===== src/rtl/cl_serial_ctrl.sv =====
// Bit-serial sequencer around a 1-bit logic cell: streams two latched operands
// LSB-first through the cell and assembles the WIDTH-bit result.
module cl_serial_ctrl #(
    parameter int unsigned WIDTH = 4
) (
    input  logic             clk,
    input  logic             reset,
    input  logic             start,
    input  logic [1:0]       op,
    input  logic [WIDTH-1:0] a_in,
    input  logic [WIDTH-1:0] b_in,
    output logic             cell_a,
    output logic             cell_b,
    output logic [1:0]       cell_s,
    input  logic             cell_out,
    output logic             busy,
    output logic             done,
    output logic [WIDTH-1:0] result,
    output logic             zero
);

    localparam int unsigned CNT_W = (WIDTH > 1) ? $clog2(WIDTH) : 1;

    typedef enum logic [1:0] {
        IDLE = 2'd0,
        RUN  = 2'd1,
        DONE = 2'd2
    } state_t;

    state_t             state_q;
    logic [WIDTH-1:0]   a_sh_q;
    logic [WIDTH-1:0]   b_sh_q;
    logic [WIDTH-1:0]   r_sh_q;
    logic [1:0]         op_q;
    logic [CNT_W-1:0]   cnt_q;
    logic [WIDTH-1:0]   r_sh_d;

    // Result shifts in from the MSB so bit 0 ends up in position 0 after WIDTH steps.
    assign r_sh_d = {cell_out, r_sh_q[WIDTH-1:1]};

    // Cell drive is decoded from registers only; operand bits are gated outside RUN.
    assign cell_a = (state_q == RUN) ? a_sh_q[0] : 1'b0;
    assign cell_b = (state_q == RUN) ? b_sh_q[0] : 1'b0;
    assign cell_s = op_q;

    always_ff @(posedge clk) begin
        if (reset) begin
            state_q <= IDLE;
            a_sh_q  <= '0;
            b_sh_q  <= '0;
            r_sh_q  <= '0;
            op_q    <= 2'b00;
            cnt_q   <= '0;
            busy    <= 1'b0;
            done    <= 1'b0;
            result  <= '0;
            zero    <= 1'b0;
        end else begin
            case (state_q)
                IDLE: begin
                    busy <= 1'b0;
                    done <= 1'b0;
                    if (start) begin
                        a_sh_q  <= a_in;
                        b_sh_q  <= b_in;
                        op_q    <= op;
                        cnt_q   <= '0;
                        busy    <= 1'b1;
                        state_q <= RUN;
                    end
                end
                RUN: begin
                    r_sh_q <= r_sh_d;
                    a_sh_q <= a_sh_q >> 1;
                    b_sh_q <= b_sh_q >> 1;
                    cnt_q  <= cnt_q + CNT_W'(1);
                    // Last bit captured this edge: publish the full word.
                    if (cnt_q == CNT_W'(WIDTH - 1)) begin
                        result  <= r_sh_d;
                        zero    <= (r_sh_d == '0);
                        done    <= 1'b1;
                        state_q <= DONE;
                    end
                end
                DONE: begin
                    done    <= 1'b0;
                    busy    <= 1'b0;
                    state_q <= IDLE;
                end
                default: begin
                    busy    <= 1'b0;
                    done    <= 1'b0;
                    state_q <= IDLE;
                end
            endcase
        end
    end

endmodule


===== config.mk =====
export PLATFORM = sky130hd
export DESIGN_NAME = cl_serial_ctrl
export DESIGN_NICKNAME = d
export VERILOG_FILES = /design/src/rtl/cl_serial_ctrl.sv
export SDC_FILE = /design/constraint.sdc
export NUM_CORES = 1
export LEC_CHECK = 0
export ABC_AREA = 1
export CORE_ASPECT_RATIO = 1.4
export CORE_MARGIN = 2
export CORE_UTILIZATION = 47
export DETAILED_ROUTE_END_ITERATION = 8
export GPL_ROUTABILITY_DRIVEN = 0
export GPL_TIMING_DRIVEN = 0
export PLACE_DENSITY = 0.77
export SYNTH_ARGS = -nofsm -noshare
export SYNTH_HDL_FRONTEND = slang
export SYNTH_SLANG_ARGS = --single-unit

===== constraint.sdc =====
create_clock -name clk -period 1.2 [get_ports clk]
set_input_delay 0.24 -clock clk [delete_from_list [all_inputs] [get_ports clk]]
set_output_delay 0.24 -clock clk [all_outputs]
set_load 0.05 [all_outputs]

==> summary.txt, run 1 <==
Power
  • Power density cells: ~1300 nW/um^2
  • VDD IR max: roughly 0.95 mV
  • Static Leak: approximately 0.67 nW
  • Total power: around 1.8 mW

Logic synthesis
  • Cells after synthesis: 143
  • Yosys Warn Count: 0
  • Top post-synthesis cells by area: dfxtp_1 49%, nand2_1 19%, nor2_1 12%
  • Share of the synthesized area in the top cell type: between 40% and 50%
  • Post-synthesis sequential area ratio: approximately half
  • Syn Nets: ~160
  • Syn Std Cell Area: approximately 980 um^2
  • Cell variety after synth: 15
  • Largest area contributor in the netlist: dfxtp_1
  • Flops & latches, synth: 24
  • Post-Syn Area per Cell: just under 7 um^2

Floorplanning
  • Standard-cell rows: 19
  • Die W: approximately 43 um
  • Initial Utilization: between 40% and 50%
  • Core area: between 1500 and 2000 um^2
  • Die extent in y: just under 60 um
  • Die area: 2480 um^2
  • I/O pin count: 25

Cells and area
  • Final Instance Count excl. Fillers: about 200
  • Finished Cell Area: roughly 1400 um^2
  • Final core utilization: around 73%
  • Final net count: roughly 200
  • Fraction of layout cells with a size suffix above 1: 24.6%
  • # diodes: 0
  • Syn-to-layout area delta: 46.8%

Clock tree
  • CTS Buf Count: 3
  • Htree depth: 1
  • TritonCTS clock tree: built
  • Clock Tree Buf Depth: 2
  • Sink Count: 24
  • Clock Pin Slew Worst Setup and Hold Paths: 130 ps
  • CTS Hold Bufs: 0
  • CTS root buffer: clkbuf_4
  • Worst-Skew Late Latency: roughly 320 ps

STA
  • Min Hold Slack: around 460 ps
  • Max_slew headroom: 71.8%
  • Clk_skew: between 2 and 2.5 ps
  • Slew of the pin with the lowest slew margin: approximately 420 ps
  • Hold Vio Cnt, Final: 0
  • RSZ-0062 raised after global routing: yes
  • Fin crit share: 112%
  • Min Tclk post-route: 1340 ps
  • Peak Freq: 0.744 GHz
  • Final setup viols: 2
  • Setup TNS Final: -262 ps
  • Max Slew Vio Count: 0
  • Worst Setup Slack, final: -143 ps

Critical path
  • Crit-path max FO: 5
  • CP endpoint kind: primary output
  • Req. time, crit path: approximately 960 ps
  • Crit path kind: register to primary output
  • Startpoint types: register
  • WP data arrival: 1100 ps

Placed design
  • DP Area: around 1300 um^2
  • Setup WS pre-CTS: -690 ps
  • Detailed placement HPWL: approximately 1500 um
  • Placed cells: 188
  • IO buf count: 24

Global route
  • Global-route wire length before repair: approximately 3800 um
  • Vias in the first global route: just over 900
  • Initial antenna violation count: 0
  • Total gr overflow: 0
  • Largest net degree at the start of global routing: 15
  • All-Layer GR Usage: 19.9%

Detailed routing
  • Total number of vias: ~1000
  • DR pass1 iterations: 4
  • # DRC: 0
  • Final WL: 2520 um
  • DR vias/cell: 4.94
  • Post-route ant nets: 0
  • Post-DR wirelength/cell: roughly 12 um
  • Iter 0 DRT Violations: 5

Run status
  • Failing checks: setup timing
  • Outcome: complete, but fails checks

Hold path
  • Worst Hold Class: input port to register

Run
  • Max cap viols: 0
[routing by layer]
| layer | global-route usage (%) | vias up | part of all wire (%) |
|---|---|---|---|
| li1 | - | 522 | - |
| met1 | 22.3 | 453 | 40 |
| met2 | 36.6 | 23 | 54 |
| met3 | 1.87 | 10 | 2.6 |
| met4 | 9.82 | 0 | 3.4 |
| met5 | 0 | - | 0 |
[final cells by class]
type / instances / area [um^2]
tap: 21 / 26.3
clock buffer: 3 / 22.5
inverter: 12 / 47.5
fill: 161 / 529
multi-input combinational: 102 / 480
sequential: 24 / 489
buffer: 4 / 31.3
timing repair buffer: 37 / 317
clock inverter: 1 / 30.0
[synthesized netlist by cell type]
cell and count:
a21oi_1 8, buf_2 1, buf_4 2, clkbuf_1 2, dfxtp_1 24, ha_1 1
inv_1 11, inv_2 1, nand2_1 49, nand3_1 3, nor2_1 32, nor3_1 1
o21a_1 1, o21ai_0 6, o21ai_4 1
[critical path, stage by stage, from the launching register on]
cell	delay, ps
dfxtp_4	380
inv_4	60
nand2_4	80
nor2_4	120
buf_8	150
[kinds of logic (layout without fill, tap and decap cells)]
family / Yosys count / count (layout) / synth area share [%]
adder cells (fa/ha/maj): 1 / 1 / 1.27
AO/OA/AOI/OAI: 16 / 16 / 9.54
AND/OR/NAND/NOR: 85 / 85 / 33.0
flip-flops: 24 / 24 / 48.9
buffers and inverters: 17 / 57 / 7.38
[report_power, final]
part           internal (mW)  total, mW  switching, mW
clock network          0.338      0.593          0.255
registers              0.841      0.868         0.0271
logic                  0.159      0.353          0.195
total                   1.34       1.81          0.477
[worst paths after layout]
check        startpoint         to  slack [ps]  depth (start not counted)
min             a_in[3]  a_sh_q[3]         460                          3
max reg2reg  state_q[0]  b_sh_q[3]           0                          5
max          state_q[1]     cell_a        -140                          4
min reg2reg        busy       busy         470                          2
[registers in the layout (all words and copies together), names as in the netlist]
| name | count |
|---|---|
| result | 4 |
| done | 1 |
| cnt_q | 2 |
| a_sh_q | 4 |
| state_q | 2 |
| busy | 1 |
| r_sh_q | 3 |
| b_sh_q | 4 |
| zero | 1 |
| cell_s | 2 |
[cell usage in the layout (no fill, tap or decap)]
cell type / instances
clkbuf_4: 11
clkdlybuf4s50_1: 13
nand3_2: 1
nand3_4: 1
inv_2: 2
inv_1: 9
o21a_1: 1
inv_4: 1
a21oi_1: 8
ha_2: 1
nor3_1: 1
dfxtp_1: 21
dfxtp_4: 2
nand2_1: 48
bufinv_16: 1
clkbuf_2: 1
buf_2: 2
o21ai_0: 6
o21ai_4: 1
nor2_1: 29
buf_6: 3
buf_8: 1
nand2_4: 1
nor2_4: 3
dfxtp_2: 1
buf_4: 12
clkbuf_1: 1
nand3_1: 1
[what timing repair did]
item                                   CTS  global route
pin swaps                                3             2
setup endpoints to repair               16            26
resized for setup                       67            22
endpoints found under the hold margin    0             0
setup buffers                            5             7
cloned                                   0             1
Power figures use the tool's default switching activity.
==> run 2: changes to the inputs <==
--- a/config.mk
+++ b/config.mk
@@ -9,9 +9,11 @@
 export CORE_ASPECT_RATIO = 1.4
 export CORE_MARGIN = 2
 export CORE_UTILIZATION = 47
+export CTS_CLUSTER_DIAMETER = 120
 export DETAILED_ROUTE_END_ITERATION = 8
 export GPL_ROUTABILITY_DRIVEN = 0
 export GPL_TIMING_DRIVEN = 0
+export HOLD_SLACK_MARGIN = 0.12
 export PLACE_DENSITY = 0.77
 export SYNTH_ARGS = -nofsm -noshare
 export SYNTH_HDL_FRONTEND = slang
==> results of run 2 <==
Same layout as run 1: the final DEF is identical, and so are final timing and power.
==> run 3: changes to the inputs <==
--- a/config.mk
+++ b/config.mk
@@ -7,7 +7,6 @@
 export LEC_CHECK = 0
 export ABC_AREA = 1
 export CORE_ASPECT_RATIO = 1.4
-export CORE_MARGIN = 2
 export CORE_UTILIZATION = 47
 export CTS_CLUSTER_DIAMETER = 120
 export DETAILED_ROUTE_END_ITERATION = 8
@@ -15,6 +14,7 @@
 export GPL_TIMING_DRIVEN = 0
 export HOLD_SLACK_MARGIN = 0.12
 export PLACE_DENSITY = 0.77
+export SLEW_MARGIN = 20
 export SYNTH_ARGS = -nofsm -noshare
 export SYNTH_HDL_FRONTEND = slang
 export SYNTH_SLANG_ARGS = --single-unit
==> summary.txt, run 3 (synthesized netlist as in run 1, its figures left out) <==
Run status
  • Outcome: complete, but fails checks
  • Failing checks: setup timing

Global route
  • Global-route wire length before repair: ~3700 um
  • Largest net degree at the start of global routing: 15
  • All-Layer GR Usage: roughly a quarter
  • Total gr overflow: 0
  • Initial antenna violation count: 0
  • Vias in the first global route: 935

Clock tree
  • Worst-Skew Late Latency: 310 ps
  • Sink Count: 24
  • Htree depth: 1
  • TritonCTS clock tree: built
  • Clock Pin Slew Worst Setup and Hold Paths: roughly 130 ps
  • CTS Hold Bufs: 0
  • Clock Tree Buf Depth: 2
  • CTS Buf Count: 3
  • CTS root buffer: clkbuf_4

Critical path
  • WP data arrival: between 1000 and 1500 ps
  • CP max stage cell: dfxtp_2
  • Buf+Inv Stages, Crit Path: 2
  • Crit-path max FO: 4
  • Startpoint types: register
  • Worst path max stage delay: 360 ps
  • Req. time, crit path: between 900 and 1000 ps
  • Delay-heaviest family, CP: flip-flops
  • Crit path kind: register to primary output
  • CP Cell Sequence: inv_4, nand2_8, nor2_4, buf_8
  • CP endpoint kind: primary output

STA
  • RSZ-0062 raised after global routing: yes
  • Min Tclk post-route: around 1300 ps
  • Max_slew headroom: between 80% and 90%
  • Hold Vio Cnt, Final: 0
  • Fin crit share: 107%
  • Slew of the pin with the lowest slew margin: about 250 ps
  • Max Slew Vio Count: 0
  • Final setup viols: 8
  • Peak Freq: 0.777 GHz
  • Worst Setup Slack, final: -87.8 ps
  • Clk_skew: about 2.2 ps

Power
  • Internal power: ~1.3 mW
  • Sw Ratio: approximately a quarter
  • Switching power: 0.465 mW
  • VDD IR max: approximately 1.2 mV
  • Power density cells: 1270 nW/um^2
  • Part of the power in registers: 48.8%
  • Clock power share: between 30% and 40%
  • Gate power share: 18.7%
  • Static Leak: between 0.6 and 0.7 nW
  • Total power: ~1.8 mW

Detailed routing
  • DR pass1 iterations: 4
  • DR vias/cell: about 5.0
  • Total number of vias: 990
  • Post-DR wirelength/cell: 12.3 um
  • Final WL: around 2400 um
  • Post-route ant nets: 0
  • Iter 0 DRT Violations: 11
  • # DRC: 0

Floorplanning
  • Core area: 1970 um^2
  • Die area: 2280 um^2
  • Die extent in y: roughly 56 um
  • Standard-cell rows: 19
  • Die W: 40.7 um
  • I/O pin count: 25
  • Initial Utilization: between 40% and 50%

Cells and area
  • Syn-to-layout area delta: 43.3%
  • Final net count: approximately 190
  • Fraction of layout cells with a size suffix above 1: roughly 23%
  • Largest registers: a_sh_q: 4 flops, b_sh_q: 4 flops, result: 4 flops
  • Fillers: 162
  • # diodes: 0
  • Most common cell after layout, fill and taps aside: nand2_1
  • Most frequent cells in the layout: 47 x nand2_1, 30 x nor2_1, 21 x dfxtp_1

Placed design
  • IO buf count: 24
  • Setup WS pre-CTS: -697 ps
  • Detailed placement HPWL: 1570 um

Run
  • Max cap viols: 0

Hold path
  • Worst Hold Class: register to register
[run 3: cell types whose count changed in the layout (fill, tap and decap cells not counted), sizes merged]
cell,delta
clkbuf,-3
buf,-3
[run 3: tightest hold or removal path, stage by stage, from the launching register on]
cell	delay, ps
dfxtp_1	330
nand2_1	60
a21oi_1	50
[run 3: layout make-up]
class,instances,area (um^2),share of cell area [%]
Tap cell,21,26.3,1.87
Timing Repair Buffer,31,270,19.2
Sequential cell,24,487,34.5
Clock buffer,3,22.5,1.60
Multi-Input combinational cell,102,497,35.3
Clock inverter,1,30.0,2.13
Inverter,12,47.5,3.37
Buffer,4,28.8,2.04
[run 3: power by group through the flow]
stage	clock network, mW	logic [mW]	registers (mW)
2_1_floorplan	0	0.164	0.912
3_3_place_gp	0	0.285	0.887
3_5_place_dp	0	0.293	0.890
4_1_cts	0.584	0.307	0.872
5_1_grt	0.612	0.371	0.881
6_report	0.582	0.335	0.874
[run 3: per-stage QoR]
| stage | hold WS, ps | util [%] | instances | TNS (ps) | instance area [um^2] |
|---|---|---|---|---|---|
| 4_1_cts | 473 | 67.7 | 195 | -242 | 1340 |
| 5_1_grt | 491 | 71.4 | 198 | -1180 | 1410 |
| 3_5_place_dp | 457 | 64.3 | 188 | -7070 | 1270 |
| 6_report | 472 | 71.4 | 198 | -329 | 1410 |
| 3_3_place_gp | 451 | 64.3 | 188 | -6500 | 1270 |
| 2_1_floorplan | 343 | - | 143 | 0 | 1000 |
[run 3: per-layer routing]
metal | share of wire, % | wire [um] | global-route usage (%)
met1 | 39 | 943 | 24.2
met2 | 56 | 1370 | 42.6
met4 | 1.9 | 46 | 9.52
met5 | 0 | 0 | 0
met3 | 3.2 | 77 | 3.60
[run 3: final timing paths]
| kind | start | to | slack [ps] | cells after the start |
|---|---|---|---|---|
| min | busy | busy | 470 | 2 |
| min reg2reg | busy | busy | 470 | 2 |
| max reg2reg | state_q[0] | b_sh_q[1] | -60 | 8 |
| max | state_q[1] | cell_a | -90 | 4 |
[run 3: what timing repair did]
action / in CTS / in global routing
gates cloned: 0 / 1
pin swaps: 4 / 2
endpoints found under the hold margin: 0 / 0
resized for setup: 69 / 17
setup buffers: 4 / 2
setup endpoints to repair: 17 / 21
==> RTL change 1, RTL diff (settings of run 3) <==
Change the parameter `WIDTH` from 4 to 8.
--- a/src/rtl/cl_serial_ctrl.sv
+++ b/src/rtl/cl_serial_ctrl.sv
@@ -1,7 +1,7 @@
 // Bit-serial sequencer around a 1-bit logic cell: streams two latched operands
 // LSB-first through the cell and assembles the WIDTH-bit result.
 module cl_serial_ctrl #(
-    parameter int unsigned WIDTH = 4
+    parameter int unsigned WIDTH = 8
 ) (
     input  logic             clk,
     input  logic             reset,
Ports: changed (resized a_in, b_in and result); port bits go from 25 to 37. No check against the original RTL was run, so the function may have changed too.
==> RTL change 1 against run 3 <==
The flow still finishes with violations (setup timing). Worst setup slack worse by 0.088 ns. Power up 63%. Register-to-register slack better by 0.07 ns. Sequential cell count up 17. Critical path type unchanged. Area after synthesis up 78%. Maximum frequency down 6.4%. Routed wire length up 73%. Critical path depth up 1. Final cell count up 82%. Highest routed layer unchanged. Non-clock buffer count up 24. Cell area up 70%.
==> RTL change 1: results (changes against run 3) <==
reg_top3: "a_sh_q (8), b_sh_q (8), result (8)"
r2r-end: "result[1]$_SDFFE_PP0P_"
max_stage_delay_ns: 0.33  # -0.03 ns
cts_buffers: 5  # +2
cp.arrival_ns: 1.14  # +0.09 ns
inverters: 21  # +9
multi_input_area_um2: 867  # +75%
synthAdderAreaFrac_pct: 1.43  # +0.15 points
grt_pass1_vias: 1522  # +63%
portBuffers: 36  # +50%
n_fill_cell: 293  # +81%
buf_share_pct: 20.5  # -0.75 points
violations: "setup timing"
powerSeq_mw: 1.50  # +72%
drt-total-wl_um: 4210  # +73%
setup_ws_ns: -0.176  # -0.0877 ns
ir_drop_mv: 1.09  # -7.7%
syn_nets: 289  # +83%
post_cts_buffers: 5  # +1
cp_top_family: "buffers and inverters"
final_nets: 344  # +78%
drt_iter0_drc: 41  # +30
reg2reg_slack_ns: 0.01  # +0.07 ns
register_area_um2: 828  # +70%
synthTopCellsByArea: "dfxtp_1 47%, nand2_1 21%, nor2_1 13%"
vias_per_cell: 4.74  # -5.3%
r2r-start: "cnt_q[1]$_SDFFE_PP0P_"
synth_compound_area_share_pct: 5.92  # -3.6 points
synthTopCellsByCount: "99 x nand2_1, 60 x nor2_1, 41 x dfxtp_1, 20 x inv_1, 10 x o21ai_0"
nNonClkBuffers: 59  # +69%
synth_cell_types: 18  # +3
place.detailed.hpwl_um: 2630  # +67%
n_clock_buffer: 6  # +3
setup_tns_ns: -0.348  # -0.0192 ns
status: "finished, violations left"
setup_viol: 2  # -6
avgSynthCellArea_um2: 6.62  # -3.7%
placedInstanceArea_um2: 2180  # +72%
min_from: "busy$_SDFFE_PP0N_"
root_buffer: "clkbuf_8"
cts.clk_slew.worst_paths_ns: 0.07  # -0.06 ns
yosysSeqAreaShare_pct: 46.8  # -2.1 points
-- RTL change 1: cell types whose count changed after synthesis, sizes merged, moves of 4 or more --
cell | before | now
nor2 | 32 | 62
inv | 12 | 21
buf | 3 | 7
o21ai | 7 | 11
dfxtp | 24 | 41
nand2 | 49 | 101
-- RTL change 1: through the flow --
| stage | hold slack [ns] | util [%] | power (mW) | setup slack (ns) |
|---|---|---|---|---|
| after floorplan | 0.343 | - | 1.84 | 0.00141 |
| after global placement | 0.452 | 62.8 | 2.00 | -0.686 |
| after detailed placement | 0.455 | 62.8 | 2.01 | -0.707 |
| after CTS | 0.468 | 65.8 | 2.89 | -0.162 |
| after global routing | 0.485 | 69.2 | 3.05 | -0.221 |
| final | 0.462 | 69.2 | 2.92 | -0.176 |
-- RTL change 1: metal layers --
layer  vias up  track usage, %  part of all wire (%)
li1        902               -                     -
met1       758            25.6                    43
met2        40            38.2                    51
met3        10            5.11                   4.4
met4         0            10.8                   2.2
met5         -               0                     0
==> RTL change 2, RTL diff (config.mk and constraints of run 3) <==
Made on the original files. Re-encode `state_t` (3 states) as one-hot, 3 bits wide.
--- a/src/rtl/cl_serial_ctrl.sv
+++ b/src/rtl/cl_serial_ctrl.sv
@@ -21,10 +21,10 @@
 
     localparam int unsigned CNT_W = (WIDTH > 1) ? $clog2(WIDTH) : 1;
 
-    typedef enum logic [1:0] {
-        IDLE = 2'd0,
-        RUN  = 2'd1,
-        DONE = 2'd2
+    typedef enum logic [2:0] {
+        IDLE = 3'b001,
+        RUN  = 3'b010,
+        DONE = 3'b100
     } state_t;
 
     state_t             state_q;
Function: no difference found for any inputs over 10 cycles, from zero or initial values and one cycle with reset high; not proved beyond that.
==> RTL change 2 against run 3 <==
The run still ends with setup timing left. Routed wire length is 12% higher. Power is 11% lower. Sequential cell count is 1 higher. First-iteration DRC count grew to 2.6 times the old value. Clock skew is 0.011 ns higher. Combinational power is 3% lower. Worst setup slack worse by 0.22 ns. Maximum frequency is 15% lower. Cell area is 11% higher. Area after synthesis is 9.8% higher. Largest cell class unchanged.
==> RTL change 2: results (changes against run 3) <==
status: "finished, violations left"
violations: "setup timing"
synthArstFlopShare_pct: 0  # unchanged
drt-total-wl_um: 2740  # +12%
yosysWarningCount: 0  # unchanged
grt_max_degree: 15  # unchanged
ys.flop_type: "dfxtp_1"
placedInstanceArea_um2: 1370  # +8.1%
fin_skew_ns: 0.0131  # +0.0109 ns
p_leak_nw: 0.654  # +1.1%
synthTopCellsByCount: "25 x dfxtp_1, 25 x nand2_1, 16 x nor2_1, 15 x nand3_1, 11 x a21oi_1"
insertion_delay_ns: 0.33  # +0.02 ns
dp.cells: 181  # -3.7%
wl_per_cell_um: 14.0  # +14%
worst_pin_slew_ns: 0.279  # +0.0303 ns
avgSynthCellArea_um2: 8.00  # +16%
hp-class: "flip-flop to flip-flop"
grt_pass1_vias: 917  # -1.9%
critical_path.max_fanout: 4  # unchanged
drt_iter0_drc: 29  # +18
setup_viol: 15  # +7
ir_drop_mv: 0.830  # -29%
htree_levels: 1  # unchanged
cts.clk_slew.worst_paths_ns: 0.12
setup_ws_ns: -0.313  # -0.225 ns
final_nets: 189  # -2.1%
worst_path_max_delay_cell: "dfxtp_2"
cts_buffers: 3  # unchanged
track_usage_pct: 21.4  # -2.1 points
clockBufferDepth: 2  # unchanged
portBuffers: 24  # unchanged
place.detailed.hpwl_um: 1720  # +9.6%
cp.arrival_ns: 1.27  # +0.22 ns
syn_nets: 150  # -5.1%
antenna_found_initial: 0  # unchanged
diodes: 0  # unchanged
synth_cell_types: 21  # +6
dr_total_vias: 1066  # +7.7%
yosysSeqAreaShare_pct: 46.3  # -2.5 points
firstDrtPassIters: 5  # +1
synthTopCellsByArea: "dfxtp_1 46%, nand2_1 8.7%, nand3_1 7.0%"
root_buffer: "clkbuf_4"
grt_pass1_wl_um: 4040  # +8.7%
reg_top3: "a_sh_q (4), b_sh_q (4), result (4)"
max_stage_delay_ns: 0.36  # about the same
drive_above_1_share_pct: 38.2  # +15 points
==> RTL change 2: cell types whose count changed after synthesis, moves of 2 or more <==
cell     before  now
nand2_1      49   25
nor2_1       32   16
nand3_1       3   15
nand2_2       0    6
a21oi_2       0    4
a21oi_1       8   11
inv_1        11    8
o21ai_0       6    9
nor2_4        0    2
==> RTL change 2: cells by family after synthesis <==
logic type | after synthesis | share of synthesized area (%)
fa+ha+maj | 1 | 1.16
flops | 25 | 46.3
buf+inv | 16 | 7.99
compound gates | 25 | 13.0
simple gates | 68 | 31.5
==> RTL change 2: report_power, final <==
part           switching, mW  internal, mW  total (mW)
Clock                  0.253         0.125       0.378
Combinational          0.180         0.145       0.324
Sequential            0.0233         0.868       0.891
Total                  0.456          1.14        1.59
==> RTL change 2: cell type report <==
cell class	count	area [um2]
Timing Repair Buffer	34	320
Tap cell	22	27.5
Clock buffer	3	22.5
Buffer	6	67.6
Fill cell	172	608
Inverter	10	50.0
Clock inverter	1	5.00
Multi-Input combinational cell	94	573
Sequential cell	25	503
==> RTL change 2: final timing paths <==
kind | from | end | slack [ns] | depth (start not counted)
worst min-delay path | busy$_SDFFE_PP0P_ | busy$_SDFFE_PP0P_ | 0.48 | 2
worst max-delay path | state_q[2]$_SDFFE_PP0P_ | cell_b | -0.31 | 5
worst max register to register | state_q[2]$_SDFFE_PP0P_ | result[2]$_SDFFE_PP0P_ | -0.13 | 7
worst min register to register | busy$_SDFFE_PP0P_ | busy$_SDFFE_PP0P_ | 0.48 | 2
==> RTL change 2: critical path, delay by kind of cell, from the launching register on <==
family	cells	cell delay, ns
and+or+nand+nor	3	0.31
DFF	1	0.36
buffers and inverters	2	0.28
==> RTL change 2: per-layer routing <==
layer / track usage, % / wire length, um
met1: 25.2 / 1050
met2: 38.5 / 1480
met3: 1.84 / 117
met4: 10.7 / 94
met5: 0 / 0
==> RTL change 2: repair_timing <==
item | CTS | global route
cloned | 0 | 2
setup buffers | 4 | 4
resized for setup | 66 | 43
endpoints found under the setup margin | 26 | 26
pin swaps | 3 | 8
==> RTL change 2: through the flow <==
stage	power, mW	hold WS (ns)	setup TNS (ns)	setup WS (ns)	util, %
2_1_floorplan	1.08	0.309	-0.193	-0.107	-
3_3_place_gp	1.17	0.441	-9.67	-0.783	63.0
3_5_place_dp	1.17	0.457	-10.37	-0.790	63.0
4_1_cts	1.55	0.475	-0.718	-0.320	64.3
5_1_grt	1.66	0.483	-2.87	-0.369	72.1
6_report	1.59	0.477	-1.85	-0.313	72.1
